File: src/rtl/tinyfpga_cfg_pkg.sv
// tinyfpga_cfg_pkg: shared state encoding and header field layout for the config sequencer
package tinyfpga_cfg_pkg;
    typedef enum logic {S_IDLE = 1'b0, S_LOAD = 1'b1} state_t;
    localparam int HDR_TILE_LSB = 0;
    localparam int HDR_TILE_W   = 8;
    localparam int HDR_CNT_LSB  = 8;
    localparam int HDR_CNT_W    = 8;
    localparam int MAX_TILES    = 256;
endpackage

File: src/rtl/cfg_tile_decoder.sv
// cfg_tile_decoder: tile id plus enable to one-hot write strobe and out-of-range flag
module cfg_tile_decoder
    import tinyfpga_cfg_pkg::*;
#(
    parameter int NUM_TILES = 16
) (
    input  logic [HDR_TILE_W-1:0] id,
    input  logic                  en,
    output logic [NUM_TILES-1:0]  onehot,
    output logic                  out_of_range
);
    always_comb begin
        for (int i = 0; i < NUM_TILES; i++) onehot[i] = en && (id == HDR_TILE_W'(i));
        out_of_range = en && (int'(id) >= NUM_TILES);
    end
endmodule

File: src/rtl/sb_config_sequencer.sv
// sb_config_sequencer: streams header-addressed config words onto the tile config bus
module sb_config_sequencer
    import tinyfpga_cfg_pkg::*;
#(
    parameter int NUM_TILES  = 16,
    parameter int DATA_WIDTH = 32
) (
    input  logic                  clk,
    input  logic                  reset,
    input  logic [DATA_WIDTH-1:0] in_data,
    input  logic                  in_valid,
    output logic                  in_ready,
    input  logic                  hold,
    output logic [DATA_WIDTH-1:0] config_data,
    output logic [NUM_TILES-1:0]  config_en,
    output logic                  busy,
    output logic                  done,
    output logic                  err,
    input  logic                  clr_err
);
    state_t                 state;
    logic [HDR_TILE_W-1:0]  tile_ptr;
    logic [HDR_CNT_W-1:0]   remaining;
    logic                   accept;
    logic [NUM_TILES-1:0]   dec_en;
    logic                   dec_oor;
    assign in_ready = ~hold & ~reset;
    assign accept   = in_valid & in_ready;
    assign busy     = (state == S_LOAD);
    cfg_tile_decoder #(.NUM_TILES(NUM_TILES)) u_dec (
        .id           (tile_ptr),
        .en           (accept && state == S_LOAD),
        .onehot       (dec_en),
        .out_of_range (dec_oor)
    );
    always_ff @(posedge clk) begin
        if (reset) begin
            state       <= S_IDLE;
            tile_ptr    <= '0;
            remaining   <= '0;
            config_data <= '0;
            config_en   <= '0;
            done        <= 1'b0;
            err         <= 1'b0;
        end else begin
            config_en <= dec_en;
            done      <= 1'b0;
            if (clr_err) err <= 1'b0;
            if (accept && state == S_IDLE) begin
                tile_ptr  <= in_data[HDR_TILE_LSB +: HDR_TILE_W];
                remaining <= in_data[HDR_CNT_LSB +: HDR_CNT_W];
                if (in_data[HDR_CNT_LSB +: HDR_CNT_W] == '0) done <= 1'b1;
                else state <= S_LOAD;
            end else if (accept) begin
                config_data <= in_data;
                tile_ptr    <= tile_ptr + 1'b1;
                remaining   <= remaining - 1'b1;
                if (dec_oor) err <= 1'b1;
                if (remaining == HDR_CNT_W'(1)) begin
                    state <= S_IDLE;
                    done  <= 1'b1;
                end
            end
        end
    end
endmodule

File: config.mk
export PLATFORM = sky130hd
export DESIGN_NAME = sb_config_sequencer
export DESIGN_NICKNAME = d
export VERILOG_FILES = /design/src/rtl/tinyfpga_cfg_pkg.sv /design/src/rtl/cfg_tile_decoder.sv /design/src/rtl/sb_config_sequencer.sv
export SDC_FILE = /design/constraint.sdc
export NUM_CORES = 1
export LEC_CHECK = 0
export ABC_AREA = 1
export CORE_MARGIN = 5
export CORE_UTILIZATION = 42
export CTS_CLUSTER_SIZE = 28
export DETAILED_ROUTE_END_ITERATION = 8
export PLACE_DENSITY = 0.88
export SYNTH_ARGS = -nofsm -noshare
export SYNTH_HDL_FRONTEND = slang
export SYNTH_SLANG_ARGS = --single-unit
File: constraint.sdc
create_clock -name clk -period 1.2 [get_ports clk]
set_input_delay 0.3 -clock clk [delete_from_list [all_inputs] [get_ports clk]]
set_output_delay 0.3 -clock clk [all_outputs]
set_load 0.005 [all_outputs]
==> PnR_summary.wiki, run 1 <==
{| class="wikitable"
! Metric !! Value
|-
| Synthesized net count || around 430
|-
| Pin count of the biggest net entering global routing || 26
|-
| Area of the die || approximately 0.0085 sq mm
|-
| Cell repeated most along the worst path || sky130_fd_sc_hd__buf_12
|-
| Number of antenna violations at the first check in global routing || 0
|-
| Worst hold path type || primary input to flop
|-
| Inserted Clock Buffers || 9
|-
| Root Buffer || sky130_fd_sc_hd__clkbuf_8
|-
| Ordered list of cells on the worst path || inv_6, nor2_8, buf_12, buf_6, buf_12, o21ai_1, a21oi_1
|-
| Max-cap viol count || 0
|-
| Via count || 3,333
|-
| Maximum fanout count along the critical path || 6
|-
| Final antenna-violating net count || 0
|-
| FF-to-FF Start || busy$_SDFFE_PP0P_
|-
| Number of remaining DRC errors || 0
|-
| Count of unique library cells instantiated by Yosys || 28
|-
| IO Pins || between 80 and 90
|-
| Port Buffers || 88
|-
| Drt via density || 5.402
|-
| LEAKAGE || 2.121 nW
|-
| CTS tree || yes
|-
| Share of the yosys chip area belonging to registers || 0.4739
|-
| Iter 0 DRT Violations || 261
|-
| Upper clock frequency limit || ~0.74 GHz
|-
| Synthesized instance count || approximately 400
|-
| Synth-to-Final Area Change || 70.20%
|-
| Wire length of the first global-routing pass || about 16,000 um
|-
| Max Buffers Root-to-Sink || 2
|-
| Final Net Count || roughly 580
|-
| Initial standard-cell utilization of the core || 0.4236
|-
| Register bit count reported by yosys || 67
|-
| Final Hold Viols || 0
|-
| Library cell contributing the largest single delay on the critical path || sky130_fd_sc_hd__dfxtp_4
|-
| Arrival time at the worst endpoint || approximately 1.6 ns
|-
| Mean area per synthesized cell || 7.238 sq um
|-
| Row Count || 30
|-
| Count of synthesis-stage warnings from yosys || 0
|-
| Cell count of the worst reg-to-reg path || 7
|-
| Number of hold buffers added after CTS || 0
|-
| Tightest Pin Transition || 0.3547 ns
|-
| H-Tree Depth || 3
|-
| DP HPWL || approximately 5600 um
|-
| Portion of the clock cycle consumed by the worst path in the final layout || 1.125
|-
| Critical Path Source || busy$_SDFFE_PP0P_
|-
| Weighted congestion at the end of routability-driven global placement || 0.8552
|-
| Unrepaired setup endpoints after global routing || true
|-
| Top cell type's share of synthesized area || 0.4739
|-
| Overall routed net length || between 10,000 and 15,000 um
|-
| Worst setup SP type || flop
|-
| Netlist Area Pre-Place || around 0.0028 sq mm
|-
| Clk Latency, worst-skew pair || approximately 0.37 ns
|-
| Run status || finished with violations
|-
| Most common library cell in the layout ignoring fill and taps || sky130_fd_sc_hd__nor2_1
|-
| Worst relative slew slack || 0.7635
|-
| Number of global-route vias before repair || about 3,400
|-
| Fin worst setup slack || -0.1506 ns
|-
| Biggest area consumer among synthesized cells || sky130_fd_sc_hd__dfxtp_1
|-
| Largest cells by area after synthesis || sky130_fd_sc_hd__dfxtp_1 47%, sky130_fd_sc_hd__nor2_1 14%, sky130_fd_sc_hd__nand2_1 9.2%, sky130_fd_sc_hd__o21ai_0 6.7%, sky130_fd_sc_hd__inv_1 4.2%
|-
| Highest-count cells in the layout ignoring fill and taps || 80 x sky130_fd_sc_hd__nor2_1, 63 x sky130_fd_sc_hd__nand2_1, 40 x sky130_fd_sc_hd__dfxtp_2
|-
| Grt total ovfl || 0
|-
| Average detailed-routed wire length per instance || around 17 um
|-
| Fraction of final layout cells sized beyond drive strength 1 || 0.4674
|-
| Worst IR Drop VDD || 0.7467 mV
|-
| Die width || 92.09 um
|-
| Clock-pin slew on the worst setup and hold paths || around 0.080 ns
|-
| Final non-filler cell area || 0.004817 sq mm
|-
| PwrDens || slightly below 1000 mW/mm^2
|-
| Critical path class || flop to flop
|-
| Global routing usage summed across all routing layers || 0.2337
|-
| Cell count of the worst hold path || 3
|-
| Required @ worst endpoint || 1.46 ns
|-
| Failing checks || negative setup slack
|-
| Die Height || between 90 and 100 um
|-
| # setup viols final || 58
|-
| First drt pass iteration count || 5
|-
| Placed instance area || 0.003940 sq mm
|-
| Worst slack at placement || -0.5632 ns
|-
| Category of the worst setup path capture point || flop
|-
| Standard cell core area || about 0.0067 sq mm
|-
| Clk_skew || around 0.012 ns
|-
| Worst hold start || reset
|-
| CP peak stage delay || 0.39 ns
|-
| Num Clock Sinks || 67
|-
| Count of antenna diodes in the layout || 0
|-
| Final Slew Violations || 0
|-
| Shortest clock period the worst path allows after layout || about 1.4 ns
|-
| Overall power after layout || 4.738 mW
|}
==> logic make-up (layout without fill, tap and decap cells) <==
group | Yosys count | in the layout | share of synthesized area
simple gates | 206 | 206 | 0.3024
xor+xnor | 4 | 4 | 0.01238
compound gates | 58 | 58 | 0.1070
flops | 67 | 67 | 0.4739
fa+ha+maj | 6 | 6 | 0.02652
buf+inv | 50 | 196 | 0.07781
==> per-stage QoR <==
stage	utilization	setup TNS [ns]	cells	hold WS (ns)
after floorplan	-	0	391	0.4349
after global placement	0.5897	-29.71	568	0.4595
after detailed placement	0.5897	-32.76	568	0.4679
after CTS	0.6895	-1.524	608	0.3706
after global routing	0.7210	-6.352	617	0.4060
final	0.7210	-3.583	617	0.4005
==> cell type report <==
cell class	count	area, sq um
inverter	33	141.4
tap	80	100.1
timing repair buffer	147	1356
multi-input combinational	274	1632
clock inverter	5	37.54
clock buffer	11	151.4
sequential	67	1399
fill	434	1864
==> per-layer routing <==
layer	up-vias	part of all wire	track usage
met5	-	0	0
met4	0	0.057	0.1448
met3	79	0.090	0.09270
met2	201	0.50	0.4015
met1	1537	0.35	0.2360
li1	1516	-	-
==> state kept, by name, indices dropped and copies added (netlist names) <==
name and count:
remaining 8, done 1, config_data 32, busy 1
config_en 16, err 1, tile_ptr 8
==> worst max-delay path: cells and delay by family (launching register included) <==
kind	cells	cell delay [ns]
buffers and inverters	4	0.42
flip-flops	1	0.39
AO/OA/AOI/OAI	2	0.28
AND/OR/NAND/NOR	1	0.15
==> report_power, final <==
group | switching, mW | internal (mW) | total, mW | leakage, nW
clock network | 0.952 | 0.865 | 1.82 | 0.0915
registers | 0.0457 | 2.26 | 2.31 | 0.563
logic | 0.313 | 0.301 | 0.615 | 1.47
==> Yosys cell counts <==
cell type,n
sky130_fd_sc_hd__a21oi_1,12
sky130_fd_sc_hd__a21oi_2,1
sky130_fd_sc_hd__a31oi_1,1
sky130_fd_sc_hd__buf_1,2
sky130_fd_sc_hd__buf_2,8
sky130_fd_sc_hd__buf_4,2
sky130_fd_sc_hd__buf_6,2
sky130_fd_sc_hd__clkbuf_1,3
sky130_fd_sc_hd__dfxtp_1,67
sky130_fd_sc_hd__ha_1,6
sky130_fd_sc_hd__inv_1,32
sky130_fd_sc_hd__inv_2,1
sky130_fd_sc_hd__nand2_1,69
sky130_fd_sc_hd__nand2_4,1
sky130_fd_sc_hd__nand3_1,18
sky130_fd_sc_hd__nand3_2,3
sky130_fd_sc_hd__nand4_1,3
sky130_fd_sc_hd__nor2_1,109
sky130_fd_sc_hd__nor2_2,1
sky130_fd_sc_hd__nor2_4,1
sky130_fd_sc_hd__nor2_8,1
sky130_fd_sc_hd__o211ai_1,1
sky130_fd_sc_hd__o21ai_0,38
sky130_fd_sc_hd__o21ai_1,3
sky130_fd_sc_hd__o21bai_1,1
sky130_fd_sc_hd__o31ai_1,1
sky130_fd_sc_hd__xnor2_1,1
sky130_fd_sc_hd__xor2_1,3
==> path summary, 6_finish.rpt <==
| check | end | slack [ns] |
|---|---|---|
| hold reg to reg | err$_SDFF_PP0_ | 0.48 |
| setup reg to reg | tile_ptr[0]$_SDFFE_PP0P_ | -0.15 |
| hold / removal | err$_SDFF_PP0_ | 0.40 |
| setup / recovery | tile_ptr[0]$_SDFFE_PP0P_ | -0.15 |
==> repair_timing <==
action | in CTS | in global routing
pin swaps | 13 | 27
gates resized for setup | 276 | 105
buffers inserted | 18 | 9
setup endpoints to repair | 119 | 92
gates cloned | 6 | 2
(Power assumes the default switching activity.)
==> inputs of run 2 (changes only) <==
Settings changed: CORE_UTILIZATION 42 to 43, SYNTH_HIERARCHICAL set to 1.
==> run 2 against run 1 <==
Via count shrank 3.5%. Die area increased by 6.5%. Sequential power about the same. Worst hold slack improved by 0.062 ns. Combinational power decreased by 8.5%. Total power increased by 10%. Count of clock-buffer cells in the layout increased by 1. Flip-flop and latch count is the same. Global-route usage down 3.2 points. The flow still finishes with violations (negative setup slack).
==> PnR_summary.wiki, run 2 <==
{| class="wikitable"
! Metric !! Value
|-
| Run status || finished with violations
|-
| Failing checks || negative setup slack
|-
| Portion of the clock cycle consumed by the worst path in the final layout || 1.027 (-0.09802)
|-
| Pin count of the biggest net entering global routing || 27 (+3.8%)
|-
| Flip-flop count of the largest register after layout || 32 (unchanged)
|-
| Final Net Count || 590 (+2.6%)
|-
| Fraction of final layout cells sized beyond drive strength 1 || 0.3784 (-0.08903)
|-
| Final non-filler cell area || 0.004596 sq mm (-4.6%)
|-
| Inserted Clock Buffers || 9 (unchanged)
|-
| Synthesized net count || 470 (+8.3%)
|-
| Final antenna-violating net count || 0 (unchanged)
|-
| # setup viols final || 1 (-98%)
|-
| Final Hold Viols || 0 (unchanged)
|-
| FF-to-FF Start || busy$_SDFFE_PP0P_
|-
| Arrival time at the worst endpoint || 0.93 ns (-0.68 ns)
|-
| Placed instance area || 0.004253 sq mm (+7.9%)
|-
| Share of the yosys chip area belonging to registers || 0.4316 (-0.04235)
|-
| PwrDens || 1139 mW/mm^2 (+16%)
|-
| Global routing usage summed across all routing layers || 0.2013 (-0.03241)
|-
| Register bit count reported by yosys || 67 (unchanged)
|-
| Final hold slack || 0.4622 ns (+0.06179 ns)
|-
| Standard cell core area || 0.007137 sq mm (+6.8%)
|-
| Worst relative slew slack || 0.7726 (+0.009051)
|-
| Fin Setup TNS || -0.03293 ns (+3.550 ns)
|-
| Maximum fanout count along the critical path || 3 (-3)
|-
| H-Tree Depth || 3 (unchanged)
|-
| DP HPWL || 6072 um (+7.7%)
|-
| Largest cells by area after synthesis || sky130_fd_sc_hd__dfxtp_1 43%, sky130_fd_sc_hd__nand2_1 15%, sky130_fd_sc_hd__inv_1 6.9%, sky130_fd_sc_hd__a21oi_1 5.8%, sky130_fd_sc_hd__nor2_1 4.1%
|-
| Average detailed-routed wire length per instance || 13.60 um (-21%)
|-
| Fin worst setup slack || -0.03293 ns (+0.1176 ns)
|-
| Count of antenna diodes in the layout || 0 (unchanged)
|-
| Unrepaired setup endpoints after global routing || true
|-
| Die width || 95.02 um (+3.2%)
|-
| Cell repeated most along the worst path || sky130_fd_sc_hd__buf_6
|-
| Count of synthesis-stage warnings from yosys || 6 (+6)
|-
| Number of remaining DRC errors || 0 (unchanged)
|-
| Die Height || 95.02 um (+3.2%)
|-
| Area of the die || 0.009028 sq mm (+6.5%)
|-
| Cell types with the highest counts after synthesis || 124 x sky130_fd_sc_hd__nand2_1, 67 x sky130_fd_sc_hd__dfxtp_1, 57 x sky130_fd_sc_hd__inv_1
|-
| LEAKAGE || 1.893 nW (-11%)
|-
| Count of unique library cells instantiated by Yosys || 30 (+7.1%)
|-
| Clk_skew || 0.009699 ns (-0.002650 ns)
|-
| Top cell type's share of synthesized area || 0.4316 (-0.04235)
|-
| Tightest Pin Transition || 0.3412 ns (-0.01358 ns)
|-
| Required @ worst endpoint || 0.90 ns (-0.56 ns)
|-
| Worst IR Drop VDD || 0.6633 mV (-11%)
|-
| Worst setup SP type || flop
|-
| Iter 0 DRT Violations || 232 (-11%)
|-
| Ordered list of cells on the worst path || buf_6, buf_6
|-
| Num Clock Sinks || 67 (unchanged)
|-
| Most frequent cell after synthesis || sky130_fd_sc_hd__nand2_1
|-
| Category of the worst setup path capture point || output port
|-
| Drt via density || 4.920 (-8.9%)
|-
| Final Slew Violations || 0 (unchanged)
|-
| Clk Latency, worst-skew pair || 0.34 ns (-0.03 ns)
|-
| Clock-pin slew on the worst setup and hold paths || 0.07 ns (about the same)
|-
| Synth-to-Final Area Change || 47.87%
|-
| # placed instances || 629 (+11%)
|-
| Number of antenna violations at the first check in global routing || 0 (unchanged)
|-
| Biggest area consumer among synthesized cells || sky130_fd_sc_hd__dfxtp_1
|-
| CTS tree || yes
|-
| Number of global-route vias before repair || 3,139 (-6.4%)
|-
| Cell count of the worst reg-to-reg path || 7 (unchanged)
|-
| Largest registers || config_data x32, config_en x16
|-
| Critical path depth in cells || 2 (-5)
|-
| Filler Cells Inserted || 609 (+40%)
|-
| Mean area per synthesized cell || 7.228 sq um (-0.15%)
|-
| Initial standard-cell utilization of the core || 0.4355 (+0.01189)
|-
| Overall routed net length || 8896 um (-16%)
|-
| Max-cap viol count || 0 (unchanged)
|-
| Number of enable-type register cells in the synthesized netlist || 0 (unchanged)
|-
| First drt pass iteration count || 5 (unchanged)
|-
| Weighted congestion at the end of routability-driven global placement || 0.8593 (+0.48%)
|-
| Highest-count cells in the layout ignoring fill and taps || 123 x sky130_fd_sc_hd__nand2_1, 52 x sky130_fd_sc_hd__inv_1, 38 x sky130_fd_sc_hd__dfxtp_2
|-
| Root Buffer || sky130_fd_sc_hd__clkbuf_8
|-
| Worst slack at placement || -0.5756 ns (-0.01241 ns)
|-
| Synthesized instance count || 430 (+10%)
|-
| Critical Path Source || busy$_SDFFE_PP0P_
|-
| Wire length of the first global-routing pass || 14,090 um (-10%)
|-
| Library cell contributing the largest single delay on the critical path || sky130_fd_sc_hd__dfxtp_4
|-
| Most used flip-flop cell after synthesis || sky130_fd_sc_hd__dfxtp_1
|-
| Grt total ovfl || 0 (unchanged)
|-
| Upper clock frequency limit || 0.8111 GHz (+9.5%)
|-
| CP peak stage delay || 0.37 ns (-0.02 ns)
|-
| Worst hold start || config_data[17]$_SDFFE_PP0P_
|-
| Via count || 3,218 (-3.5%)
|-
| Number of buffer and inverter instances along the worst setup path || 2 (-2)
|-
| Most common library cell in the layout ignoring fill and taps || sky130_fd_sc_hd__nand2_1
|-
| Overall power after layout || 5.233 mW (+10%)
|-
| Top reg by flops || config_data
|-
| Cell class contributing the biggest share of worst-path delay || flip-flops
|-
| IO Pins || 89 (unchanged)
|-
| Final cell utilization of the core || 0.6439 (-0.07704)
|-
| Critical path class || flop to output port
|-
| Cell count of the worst hold path || 2 (-1)
|-
| Async set or reset register ratio after synthesis || 0 (unchanged)
|-
| Max Buffers Root-to-Sink || 2 (unchanged)
|-
| Shortest clock period the worst path allows after layout || 1.233 ns (-0.1176 ns)
|-
| Number of cells in the finished layout apart from fillers || 654 (+6.0%)
|-
| Row Count || 31 (+3.3%)
|-
| Worst hold path type || flop to flop
|-
| Netlist Area Pre-Place || 0.003108 sq mm (+9.8%)
|-
| Port Buffers || 88 (unchanged)
|}
## run 2: cell types whose count changed after synthesis, moves of 2 or more
| cell | previous run | this run |
|---|---|---|
| sky130_fd_sc_hd__nor3_1 | 0 | 6 |
| sky130_fd_sc_hd__a21oi_2 | 1 | 9 |
| sky130_fd_sc_hd__nand2_1 | 69 | 124 |
| sky130_fd_sc_hd__nor2_1 | 109 | 34 |
| sky130_fd_sc_hd__ha_1 | 6 | 3 |
| sky130_fd_sc_hd__a21oi_1 | 12 | 36 |
| sky130_fd_sc_hd__nor3_2 | 0 | 10 |
| sky130_fd_sc_hd__o21ai_1 | 3 | 0 |
| sky130_fd_sc_hd__nand4_1 | 3 | 10 |
| sky130_fd_sc_hd__buf_6 | 2 | 4 |
| sky130_fd_sc_hd__xor2_1 | 3 | 0 |
| sky130_fd_sc_hd__inv_1 | 32 | 57 |
| sky130_fd_sc_hd__nand2_2 | 0 | 10 |
| sky130_fd_sc_hd__o21ai_0 | 38 | 12 |
## run 2: final timing paths
path | endpoint | slack, ns
worst min register to register | config_data[17]$_SDFFE_PP0P_ | 0.46
worst min-delay path | config_data[17]$_SDFFE_PP0P_ | 0.46
worst max register to register | config_en[10]$_SDFF_PP0_ | 0
worst max-delay path | busy | -0.03
## run 2: cell type report
cell class / instances / area, sq um / area share
sequential: 67 / 1393 / 0.3030
clock inverter: 4 / 95.09 / 0.02069
timing repair buffer: 127 / 1001 / 0.2178
tap: 99 / 123.9 / 0.02695
clock buffer: 12 / 165.2 / 0.03594
multi-input combinational: 287 / 1595 / 0.3471
inverter: 58 / 222.7 / 0.04846
## run 2: worst register-to-register path, delay by kind of cell (launching register included)
family / cells / cell delay [ns]
and+or+nand+nor: 4 / 0.47
DFF: 1 / 0.38
buffers and inverters: 3 / 0.27
## run 2: cells by family after synthesis
logic type	count (synthesis)	synth area share
flip-flops	67	0.4316
AO/OA/AOI/OAI	61	0.1115
adder cells (fa/ha/maj)	3	0.01208
buffers and inverters	78	0.1139
AND/OR/NAND/NOR	221	0.3309
## run 2: per-layer routing
layer | vias to the layer above | GRT usage | part of all wire
li1 | 1599 | - | -
met1 | 1501 | 0.2118 | 0.38
met2 | 98 | 0.3676 | 0.54
met3 | 20 | 0.06472 | 0.054
met4 | 0 | 0.08413 | 0.025
met5 | - | 0 | 0
## run 2: repair_timing
action                     4_1_cts  5_1_grt
resized for setup              159       92
setup endpoints to repair      118       99
gates cloned                     1        2
pin swaps                        3       16
buffers inserted                 5        2
hold buffers                     0        0
## run 2: power by group
group	internal, mW	switching (mW)	total (mW)	leakage (nW)
Combinational	0.263	0.301	0.563	1.20
Sequential	2.25	0.0325	2.29	0.561
Clock	1.55	0.835	2.38	0.133
